<file path="src/rtl/alu_exec_pkg.sv">
// Shared types for the ALU execution unit: opcode encodings and FSM states.
package alu_exec_pkg;

  typedef enum logic [3:0] {
    OP_ADD = 4'd0,
    OP_SUB = 4'd1,
    OP_AND = 4'd2,
    OP_OR  = 4'd3,
    OP_XOR = 4'd4,
    OP_SLT = 4'd5,
    OP_SLL = 4'd6,
    OP_SRL = 4'd7,
    OP_MUL = 4'd8
  } op_t;

  typedef enum logic [1:0] {
    IDLE = 2'd0,
    MUL  = 2'd1,
    WB   = 2'd2
  } state_t;

  localparam int SHAMT_W = 5;

endpackage

</file>
<file path="src/rtl/alu_exec_s_mul_seq.sv">
// Iterative unsigned shift-add multiplier: one partial product per cycle,
// DATA_WIDTH cycles after start; product is the low DATA_WIDTH bits.
module mul_seq_s #(
  parameter int DATA_WIDTH = 32
) (
  input  logic                  clk,
  input  logic                  arst_n,
  input  logic                  start,
  input  logic [DATA_WIDTH-1:0] multiplicand,
  input  logic [DATA_WIDTH-1:0] multiplier,
  output logic                  done,
  output logic [DATA_WIDTH-1:0] product
);

  localparam int CNT_W = (DATA_WIDTH > 1) ? $clog2(DATA_WIDTH) : 1;
  localparam logic [CNT_W-1:0] CNT_LAST = CNT_W'(DATA_WIDTH - 1);

  logic                  active_reg;
  logic [CNT_W-1:0]      cnt_reg;
  logic [DATA_WIDTH-1:0] mcand_reg;
  logic [DATA_WIDTH-1:0] mplier_reg;
  logic [DATA_WIDTH-1:0] acc_reg;
  logic [DATA_WIDTH-1:0] addend;

  // product/done reflect the accumulator after the current iteration, so the
  // final sum is visible during the last iteration cycle.
  assign addend  = mplier_reg[0] ? mcand_reg : '0;
  assign product = acc_reg + addend;
  assign done    = active_reg && (cnt_reg == CNT_LAST);

  always_ff @(posedge clk) begin
    if (!arst_n) begin
      active_reg <= 1'b0;
      cnt_reg    <= '0;
      mcand_reg  <= '0;
      mplier_reg <= '0;
      acc_reg    <= '0;
    end else if (start) begin
      active_reg <= 1'b1;
      cnt_reg    <= '0;
      mcand_reg  <= multiplicand;
      mplier_reg <= multiplier;
      acc_reg    <= '0;
    end else if (active_reg) begin
      acc_reg    <= product;
      mcand_reg  <= mcand_reg << 1;
      mplier_reg <= mplier_reg >> 1;
      if (done) begin
        active_reg <= 1'b0;
        cnt_reg    <= '0;
      end else begin
        cnt_reg <= cnt_reg + 1'b1;
      end
    end
  end

endmodule

</file>
<file path="src/rtl/alu_exec_s.sv">
// Execution unit: single-cycle ALU ops write back one cycle after accept;
// MUL runs the iterative multiplier before its write-back cycle.
module alu_exec_s
  import alu_exec_pkg::*;
#(
  parameter int DIR_WIDTH  = 5,
  parameter int DATA_WIDTH = 32
) (
  input  logic                  clk,
  input  logic                  arst_n,
  input  logic                  in_valid,
  output logic                  in_ready,
  input  logic [3:0]            op,
  input  logic [DIR_WIDTH-1:0]  rd,
  input  logic [DATA_WIDTH-1:0] rs1_data,
  input  logic [DATA_WIDTH-1:0] rs2_data,
  output logic                  write_en,
  output logic [DIR_WIDTH-1:0]  write_dir,
  output logic [DATA_WIDTH-1:0] write_data,
  output logic                  busy
);

  state_t                state_reg;
  logic [DIR_WIDTH-1:0]  rd_reg;
  logic [DATA_WIDTH-1:0] alu_result;
  logic                  alu_writes;
  logic                  accept;
  logic                  mul_start;
  logic                  mul_done;
  logic [DATA_WIDTH-1:0] mul_product;
  logic [SHAMT_W-1:0]    shamt;

  assign in_ready  = (state_reg == IDLE);
  assign busy      = (state_reg != IDLE);
  assign accept    = in_valid && in_ready;
  assign mul_start = accept && (op == OP_MUL);
  assign shamt     = rs2_data[SHAMT_W-1:0];

  // Operands are consumed directly at accept, so later input changes cannot
  // affect a single-cycle op; MUL operands are captured by the multiplier.
  always_comb begin
    alu_result = '0;
    alu_writes = 1'b1;
    case (op_t'(op))
      OP_ADD:  alu_result = rs1_data + rs2_data;
      OP_SUB:  alu_result = rs1_data - rs2_data;
      OP_AND:  alu_result = rs1_data & rs2_data;
      OP_OR:   alu_result = rs1_data | rs2_data;
      OP_XOR:  alu_result = rs1_data ^ rs2_data;
      OP_SLT:  alu_result = {{(DATA_WIDTH-1){1'b0}}, ($signed(rs1_data) < $signed(rs2_data))};
      OP_SLL:  alu_result = rs1_data << shamt;
      OP_SRL:  alu_result = rs1_data >> shamt;
      default: alu_writes = 1'b0;
    endcase
  end

  mul_seq_s #(
    .DATA_WIDTH(DATA_WIDTH)
  ) u_mul (
    .clk         (clk),
    .arst_n      (arst_n),
    .start       (mul_start),
    .multiplicand(rs1_data),
    .multiplier  (rs2_data),
    .done        (mul_done),
    .product     (mul_product)
  );

  always_ff @(posedge clk) begin
    if (!arst_n) begin
      state_reg  <= IDLE;
      rd_reg     <= '0;
      write_en   <= 1'b0;
      write_dir  <= '0;
      write_data <= '0;
    end else begin
      write_en <= 1'b0;
      case (state_reg)
        IDLE: begin
          if (accept) begin
            rd_reg <= rd;
            if (op == OP_MUL) begin
              state_reg <= MUL;
            end else begin
              // Reserved ops and rd==0 still take the WB slot, just without a strobe.
              state_reg  <= WB;
              write_en   <= alu_writes && (rd != '0);
              write_dir  <= rd;
              write_data <= alu_result;
            end
          end
        end
        MUL: begin
          if (mul_done) begin
            state_reg  <= WB;
            write_en   <= (rd_reg != '0);
            write_dir  <= rd_reg;
            write_data <= mul_product;
          end
        end
        WB:      state_reg <= IDLE;
        default: state_reg <= IDLE;
      endcase
    end
  end

endmodule

</file>
<file path="config.mk">
export PLATFORM = sky130hd
export DESIGN_NAME = alu_exec_s
export DESIGN_NICKNAME = d
export VERILOG_FILES = /design/src/rtl/alu_exec_pkg.sv /design/src/rtl/alu_exec_s_mul_seq.sv /design/src/rtl/alu_exec_s.sv
export SDC_FILE = /design/constraint.sdc
export NUM_CORES = 1
export LEC_CHECK = 0
export CORE_MARGIN = 2
export CORE_UTILIZATION = 50
export CTS_CLUSTER_DIAMETER = 120
export DETAILED_ROUTE_END_ITERATION = 10
export MAX_ROUTING_LAYER = met4
export PLACE_DENSITY = 0.76
export SETUP_SLACK_MARGIN = 0.3
export SYNTH_ARGS = -nofsm -noshare
export SYNTH_HDL_FRONTEND = slang
export SYNTH_SLANG_ARGS = --single-unit
export TNS_END_PERCENT = 50
</file>
<file path="constraint.sdc">
create_clock -name clk -period 12.4 [get_ports clk]
set_input_delay 1.86 -clock clk [delete_from_list [all_inputs] [get_ports clk]]
set_output_delay 1.86 -clock clk [all_outputs]
set_load 0.005 [all_outputs]
</file>
# Yosys cells after proc, flatten, opt, wreduce, memory -nomap -nowiden
# Index checks and enable logic that the tools add are counted.
[word_totals]
regBits = 147
output_inout_bits = 40
word_cells = 77
in_bits = 76
[op_classes]
mux = 27
eq_ne = 13
bitwise = 4
reduce_logical = 16
shifts = 2
add_sub_neg = 4
magnitude_cmp = 1
[ops]
columns = ["op", "n"]
rows = [
  ["32-bit two-way mux", 8],
  ["32-bit case mux with 8 select lines", 1],
  ["32-bit adder", 2],
  ["32-bit case mux with 2 select lines", 1],
  ["32-bit bitwise AND", 1],
  ["32-bit less-than comparator", 1],
  ["32-bit OR", 1],
  ["32-bit by 5-bit << shifter with 32-bit output", 1],
  ["32-bit by 5-bit >> shifter with 32-bit output", 1],
  ["32-bit subtractor", 1],
  ["32-bit XOR", 1],
  ["5-bit two-way mux", 4],
  ["4-bit by 3-bit == test with 1-bit output, second input constant", 4],
  ["5-bit case mux with 2 select lines", 1],
  ["5-bit nonzero test", 2],
  ["4-bit by 2-bit == test with 1-bit output, second input constant", 2],
  ["8-bit OR reduction", 1],
  ["1-bit two-way mux", 7],
  ["2-bit two-way mux", 3],
  ["2-bit nonzero test", 3],
  ["5-bit by 1-bit adder with 5-bit output, second input constant", 1],
  ["5-bit == test, second input constant", 1],
  ["4-bit by 1-bit == test with 1-bit output, second input constant", 1],
  ["4-bit == test, second input constant", 1],
  ["other kinds (12)", 17],
]

# Longest topological paths before layout
[depth]
word_depth = 7
ltp_mapped = 15
depth_no_buf = 13

# Cells and area by module
# A second synthesis with hierarchy kept.
[hier_totals]
cells_unflattened = 2311
hier_area_um2 = 16935.0
[modules_own_cells]
columns = ["mod", "instances", "seq_area_each_um2", "cells_per_inst", "area_each_um2"]
rows = [
  ["alu_exec_s", 1, 900.9, 1518, 10372.4],
  ["mul_seq_s", 1, 2042.0, 793, 6562.5],
]

# Least setup slack after synthesis
# Ideal clock, no wire load.
[synth_path]
kind = "input to register"
from = "input port rs2_data[2]"
to = "register write_data[22]"
path_stages = 14
path_slack_ns = 7.080
arrival_ns = 5.243
required_ns = 12.322
setup_ns = 0.078
path_buffers = 3
cell_sequence = "inv_1 > buf_1 > clkbuf_1 > buf_2 > ha_1 > nor2b_1 > o31a_1 > o21ai_1 > o221ai_2 > o21ai_0 > a31oi_1 > o32a_1 > o221a_2 > nor3_1"
[synth_between]
elab_chain_len = 5
elab_cells_between_ends = 8
classes_between = "add/sub: 2; shift: 2; mux: 4"
[synth_lines]
columns = ["item", "line", "source"]
rows = [
  ["from (decl)", "alu_exec_s.sv:16", "input logic [DATA_WIDTH-1:0] rs2_data,"],
  ["32-bit subtractor, or another cell as far along", "alu_exec_s.sv:46", "OP_SUB: alu_result = rs1_data - rs2_data;"],
  ["32-bit case mux with 8 select lines (*)", "alu_exec_s.sv:44", "case (op_t'(op))"],
  ["32-bit two-way mux (*)", "alu_exec_s.sv:82", "if (op == OP_MUL) begin"],
  ["32-bit two-way mux (*)", "alu_exec_s.sv:80", "if (accept) begin"],
  ["32-bit case mux with 2 select lines (*)", "alu_exec_s.sv:78", "case (state_reg)"],
  ["to (signal assigned)", "alu_exec_s.sv:89", "write_data <= alu_result;"],
  ["to (signal assigned)", "alu_exec_s.sv:98", "write_data <= mul_product;"],
  ["to (decl)", "alu_exec_s.sv:19", "output logic [DATA_WIDTH-1:0] write_data,"],
]
# Mark *: on every way between the ends. The rest lies on a longest branch, timed or not. The select of a mux whose other input is x is not followed.
# A chain may end at the register's enable or synchronous reset.

# Worst setup path after layout
# Same ends and word-level chain as after synthesis.

==> results.yml <==
die:
  dieArea_sq_um: 34850
  core_sq_um: 32700
  die_y_um: 186.7
  die_w_um: 186.7
  initial_core_util_pct: 51.03
  io_pins: 116
  std_cell_rows: 66
route:
  drtAntennaViolNets: 0
  initialDrtViolationCount: 2622
  routed_via_density: 6.884
  routedWlPerCell_um: 27.88
  drt-total-wl_mm: 72.93
  drc: 0
  firstDrtPassIters: 6
  num_vias: 18010
clocking:
  ctsHoldBuffers: 0
  numCtsBuffers: 17
  path_clk_slew_ps: 70
  ctsLongestPathBuffers: 2
  clock_latency_ps: 470
  cts_setup_buffers: 0
  postCtsResizedCells: 0
  clock-sinks: 147
  htree_levels: 4
  cts_root_buffer: "clkbuf_16"
  cts_tree: "done"
run:
  maxCapViolations: 0
placed_design:
  place_area_sq_um: 18020
  hpwl_mm: 53.93
  io_buffers: 115
  place.gp.congestion: 1.041
yosys:
  ys_seq_area_share_pct: 17.64
  ys_async_sr_fraction_pct: 0
  syn_nets: 2374
  synth-main-ff-cell: "dfxtp_1"
  synth_seq_cells: 147
  yosysUniqueCellTypes: 93
  syn_inst: 2148
  synth_edf_count: 0
  synth_area_per_cell_sq_um: 7.769
  synth.cell_area_sq_um: 16690
  yosysWarnings: 0
grt:
  grt_max_degree: 90
  grt_use_total_pct: 42.08
  antenna_found_initial: 0
  grt_pass1_wl_mm: 108.2
  grt_pass1_vias: 16750
  overflow: 0
power:
  power_leakage_nw: 7.314
  power.total_mw: 1.587
  ir_drop_mv: 0.1052
  power_density_nw_per_um2: 85.35
timing:
  fin_worst_skew_ps: 10.81
  timing.final.crit_share_pct: 48.39
  max-slew-margin-rel_pct: 14.60
  fin_crit_ps: 6000
  setup_viol: 0
  fmax_mhz: 166.7
  worst_hold_slack_ps: 452.2
  rsz0062_at_grt: "false"
  tightest_slew_ps: 1280
  finalHoldViolCount: 0
  setup_tns_ps: 0
  drv_slew: 0
min_path:
  min-delay-path-class: "reg -> reg"
  holdPathStages: 2
final_layout:
  drive_gt1_share_pct: 7.406
  final_cell_mix: "nor2_1, a21oi_1, mux2i_1, ha_1, dfxtp_1"
  diodes: 0
  final_common_cell: "nor2_1"
  syn2layout_area_growth_pct: 11.45
  post-route-util_pct: 56.87
  fin_area_sq_um: 18600
  nets: 2387
critical_path:
  cp_max_fo: 52
  required_ps: 12780
  rr_worst_depth: 13
  criticalPathCategory: "in -> reg"
  cp-start-kind: "input port"
  cp-end-kind: "flop"
  arrival_ps: 6390
run_status:
  status: "finished clean"
synthesized netlist by cell type, drive strengths merged (17+ instances only):
cell type,number,share of area [%]
a211oi,101,4.5
a21o,22,0.99
a21oi,164,4.9
a221oi,23,1.3
a31oi,26,0.97
and2,38,1.4
buf,47,1.6
clkbuf,111,2.5
dfxtp,147,18
ha,147,11
inv,112,2.5
mux2i,147,8.8
mux4,48,6.7
nand2,122,2.7
nand2b,21,0.79
nand3,37,1.1
nor2,269,6.1
nor2b,17,0.64
nor3,46,1.4
o211ai,21,0.94
o21a,17,0.76
o21ai,127,3.8
o21bai,19,0.85
o221ai,17,0.93
o22ai,30,1.1
xnor2,24,1.3
critical path, cell delays in order:
cell	delay (ps)
clkdlybuf4s50_1	450
buf_4	450
inv_2	40
buf_4	340
ha_1	340
or2_2	310
o221ai_1	160
a21oi_1	200
a2111oi_1	860
o21ai_0	490
and2_1	270
o32a_1	150
o221a_2	240
nor3_1	170
metrics by stage:
step                setup slack, ps  std cells
floorplan                      7080       2148
global placement               6087       2584
detailed placement             6051       2584
CTS                            6540       2616
global route                   6175       2616
finish                         6400       2616
report_power, final:
group          internal (mW)  leakage, nW  total [mW]  switching (mW)
logic                  0.199         5.84       0.546           0.347
registers              0.487         1.19       0.503          0.0154
clock network          0.282        0.284       0.538           0.257
total                  0.968         7.31        1.59           0.619
cell families (layout without fill, tap and decap cells):
group,after synthesis,count (layout),share of synthesized area (%)
DFF,147,147,17.64
adders and majority gates,150,150,11.38
AOI/OAI and AO/OA,693,693,27.96
muxes,205,205,16.24
and+or+nand+nor,640,640,18.03
xor gates and xnor gates,39,39,2.047
buffers and inverters,274,300,6.711
area by class of cell:
class | count | area (sq um)
Fill cell | 3146 | 14100
Inverter | 116 | 435.4
Multi-Input combinational cell | 1727 | 12670
Clock buffer | 17 | 425.4
Timing Repair Buffer | 152 | 1416
Sequential cell | 147 | 2947
Clock inverter | 15 | 147.6
Tap cell | 442 | 553.0
worst paths after layout:
kind | startpoint | endpoint | slack (ps)
min reg2reg | write_data[7] | write_data[7] | 450
max | rs2_data[2] | write_data[22] | 6400
max reg2reg | u_mul.mplier_reg[0] | u_mul.acc_reg[30] | 7790
min | write_data[7] | write_data[7] | 450
per-layer routing:
layer  vias up  track usage [%]  part of all wire [%]
met5         -                -                     0
met4         0            22.56                   6.4
met3       232            7.561                   9.4
met2      1097            63.11                    44
met1      8630            53.80                    40
li1       8049                -                     -
(Power assumes the default switching activity.)
==> patch 1: new RTL, same settings <==
The 3 states of `state_t` get a one-hot encoding in 3 bits.
--- a/src/rtl/alu_exec_pkg.sv
+++ b/src/rtl/alu_exec_pkg.sv
@@ -13,10 +13,10 @@
     OP_MUL = 4'd8
   } op_t;
 
-  typedef enum logic [1:0] {
-    IDLE = 2'd0,
-    MUL  = 2'd1,
-    WB   = 2'd2
+  typedef enum logic [2:0] {
+    IDLE = 3'b001,
+    MUL  = 3'b010,
+    WB   = 3'b100
   } state_t;
 
   localparam int SHAMT_W = 5;
Function: no difference found for any inputs over 4 cycles, from zero or initial values and one cycle with arst_n low; so few cycles prove little.
==> patch 1 against the unedited design <==
- setup slack gained 0.34 ns
- critical path type unchanged
- highest routed layer unchanged
- synthesized area shrank 4.2%
- utilization shrank 0.14 points
- design area shrank 3.7%
- sequential cell count grew 1
- routed wire length shrank 7.0%
- global-route usage shrank 0.78 points
- first-iteration DRC count shrank 16%
- fmax grew 6.0%
- largest cell class unchanged
- power shrank 1.2%
- count of clock-buffer cells in the layout grew 4
- non-clock buffer count shrank 3
==> patch 1: results <==
[place]
instance_area_at_placement_um2 = 17300
place.detailed.instances = 2439
pre_cts_slack_ns = 6.38
routabilityCongestion = 1.06

[layout]
clockNetworkAreaShare = 0.0316
inverters = 109
area_share_nonclk_buffers = 0.0781
fin_cells = 2472
layout.area.seq_um2 = 2970
insertedDiodeCount = 1
num-fill-cells = 2937
nClkBuffers = 21
layout.nets = 2282

[yosys]
synth.mux.area_fraction = 0.164
synth-xor-area-share = 0.0329
post_synth_fa_ha_maj_area_fraction = 0.119
synth-seq-area-share = 0.185
syn-mean-instance-area_um2 = 7.85
synth_top_cells_by_area = "sky130_fd_sc_hd__dfxtp_1 19%, sky130_fd_sc_hd__ha_1 12%, sky130_fd_sc_hd__mux4_2 8.2%"
synth_cell_types = 90

[routing]
detailroute.wirelength.met2_um = 28700
first_iter_violations = 2204
dr_wl_met3_um = 7110

[critical_path]
critPathArrivalTime_ns = 6.00
cell_depth_of_the_worst_flop_to_flop_path = 14

[grt]
groute.layer.met2.usage = 0.605
grtUsageMet1 = 0.534
grt.met3_usage = 0.0909

[power_and_ir_drop]
power.leakage_nw = 7.00
vdd.ir_drop.worst_v = 0.000108

[run_status]
status = "finished, final reports clean"

[floorplan]
core_region_area_um2 = 31600

[timing]
time_the_worst_path_needs_with_i_o_delays_and_setup_ns = 5.66
[patch 1: cell count changes after synthesis, sizes merged, moves of 10 or more]
cell and delta:
a22oi +14, a31oi -10, mux2i -18, mux4 +10, nand2 +15, nor2b -11, o22ai -17, xnor2 +23
[patch 1: how the worst min path moves through the flow]
stage / endpoint / cells past startpoint / slack, ns / from
floorplan: rd_reg[4]$_SDFFE_PN0P_ / 2 / 0.44 / rd_reg[4]$_SDFFE_PN0P_
global placement: rd_reg[4]$_SDFFE_PN0P_ / 2 / 0.46 / rd_reg[4]$_SDFFE_PN0P_
detailed placement: write_data[4]$_SDFFE_PN0P_ / 2 / 0.45 / write_data[4]$_SDFFE_PN0P_
CTS: write_data[4]$_SDFFE_PN0P_ / 2 / 0.46 / write_data[4]$_SDFFE_PN0P_
global route: write_data[4]$_SDFFE_PN0P_ / 2 / 0.48 / write_data[4]$_SDFFE_PN0P_
finish: write_data[4]$_SDFFE_PN0P_ / 2 / 0.46 / write_data[4]$_SDFFE_PN0P_
==> patch 2: new RTL, config.mk and constraints unchanged <==
Made on the original files. Set the package constant `SHAMT_W` to 7 (it was 5).
--- a/src/rtl/alu_exec_pkg.sv
+++ b/src/rtl/alu_exec_pkg.sv
@@ -19,7 +19,7 @@
     WB   = 2'd2
   } state_t;
 
-  localparam int SHAMT_W = 5;
+  localparam int SHAMT_W = 7;
 
 endpackage
 
Check against the original RTL: not equivalent (a bounded check fails within 4 cycles, from zero or initial values and one cycle with arst_n low).
==> patch 2 against the unedited design <==
- sequential cell count is the same
- power is 0.99% lower
- design area rose by 0.24%
- setup slack gained 0.28 ns
- routed wire length is 1.7% lower
- synthesized area up 0.28%
- register-to-register slack improved by 0.57 ns
- non-clock buffer count up 4
- critical path type unchanged
- largest cell class unchanged
- largest power group is now the clock network
==> patch 2: results <==
[run_status]
status = "finished, final reports clean"

[timing]
timing.clock.skew_ns = 0.0154
finalCritPeriodShare = 0.461
relative_max_transition_margin = 0.236
hold_slack_ns = 0.452

[place]
instance_area_at_placement_um2 = 18000
dp_hpwl_um = 54400
pre_cts_slack_ns = 6.28
place.detailed.instances = 2656

[routing]
drt_first_pass_iters = 7
route.final.wire_length_um = 71700
first_iter_violations = 2352

[layout]
ratio_of_cells_with_drive_above_1_in_the_final_layout = 0.0712
layout.nets = 2457
fin_cells = 2690
num-fill-cells = 3106

[grt]
grt_max_degree = 89
grt_pass1_vias = 16875
grtUsageTotal = 0.407
grt_antenna_before_repair = 2

[yosys]
synth_common_cells = "265 x sky130_fd_sc_hd__nor2_1, 188 x sky130_fd_sc_hd__a21oi_1, 172 x sky130_fd_sc_hd__nand2_1, 147 x sky130_fd_sc_hd__dfxtp_1, 145 x sky130_fd_sc_hd__ha_1"
synth_cell_types = 89
synth.mux.area_fraction = 0.136
synth_top_cells_by_area = "sky130_fd_sc_hd__dfxtp_1 18%, sky130_fd_sc_hd__ha_1 11%, sky130_fd_sc_hd__mux2i_1 7.7%"
synth_top_cell_area_share = 0.176
synth-compound-area-share = 0.296
synth-xor-area-share = 0.0225
synth-seq-area-share = 0.176

[critical_path]
critical-path-slowest-cell = "sky130_fd_sc_hd__buf_4"
max_stage_delay_ns = 0.66
critPathArrivalTime_ns = 6.03
cp-endpoint = "write_data[30]$_SDFFE_PN0P_"
cp_launch_point = "rs2_data[0]"

[worst_hold_path]
holdPathEnd = "write_data[16]$_SDFFE_PN0P_"

[power_and_ir_drop]
vdd.ir_drop.worst_v = 0.0000985

[clock_tree]
clk-insertion-delay-late_ns = 0.45
==> patch 2: changes by cell type in the layout (fill, tap and decap cells not counted), moves of 9 or more <==
cell	change
sky130_fd_sc_hd__mux2i_1	-19
sky130_fd_sc_hd__o22ai_1	-19
sky130_fd_sc_hd__o31ai_1	+9
sky130_fd_sc_hd__a21oi_1	+25
sky130_fd_sc_hd__o21ai_0	+9
sky130_fd_sc_hd__mux4_2	-14
sky130_fd_sc_hd__a211o_1	+9
sky130_fd_sc_hd__mux2_2	+17
sky130_fd_sc_hd__nand2_1	+50
sky130_fd_sc_hd__a21o_1	+11
==> patch 2: kinds of logic (layout without fill, tap and decap cells) <==
logic type,count (synthesis),after routing
compound gates,742,742
simple gates,683,683
buf+inv,273,298
mux,185,185
fa+ha+maj,148,148
flops,147,147
xor+xnor,43,43
other cells,0,2
==> patch 2: power by group <==
group	internal (mW)	switching, mW	total, mW
Clock	0.290	0.260	0.550
Sequential	0.488	0.0136	0.501
Combinational	0.190	0.330	0.520
Total	0.968	0.603	1.57
==> patch 2: layout make-up <==
class | count | area [um^2] | share of cell area
Antenna cell | 2 | 5.00 | 0.000268
Timing Repair Buffer | 156 | 1430 | 0.0768
Clock buffer | 17 | 425 | 0.0228
Multi-Input combinational cell | 1801 | 12700 | 0.680
Inverter | 110 | 413 | 0.0221
Sequential cell | 147 | 2950 | 0.158
Tap cell | 442 | 553 | 0.0297
Clock inverter | 15 | 183 | 0.00980
==> patch 2: layer usage <==
metal  track usage  part of all wire  vias to the layer above
met5             -                 0                        -
met4         0.170             0.050                        0
met3        0.0837             0.093                      181
met2         0.628              0.45                     1008
met1         0.517              0.41                     8691
li1              -                 -                     8248
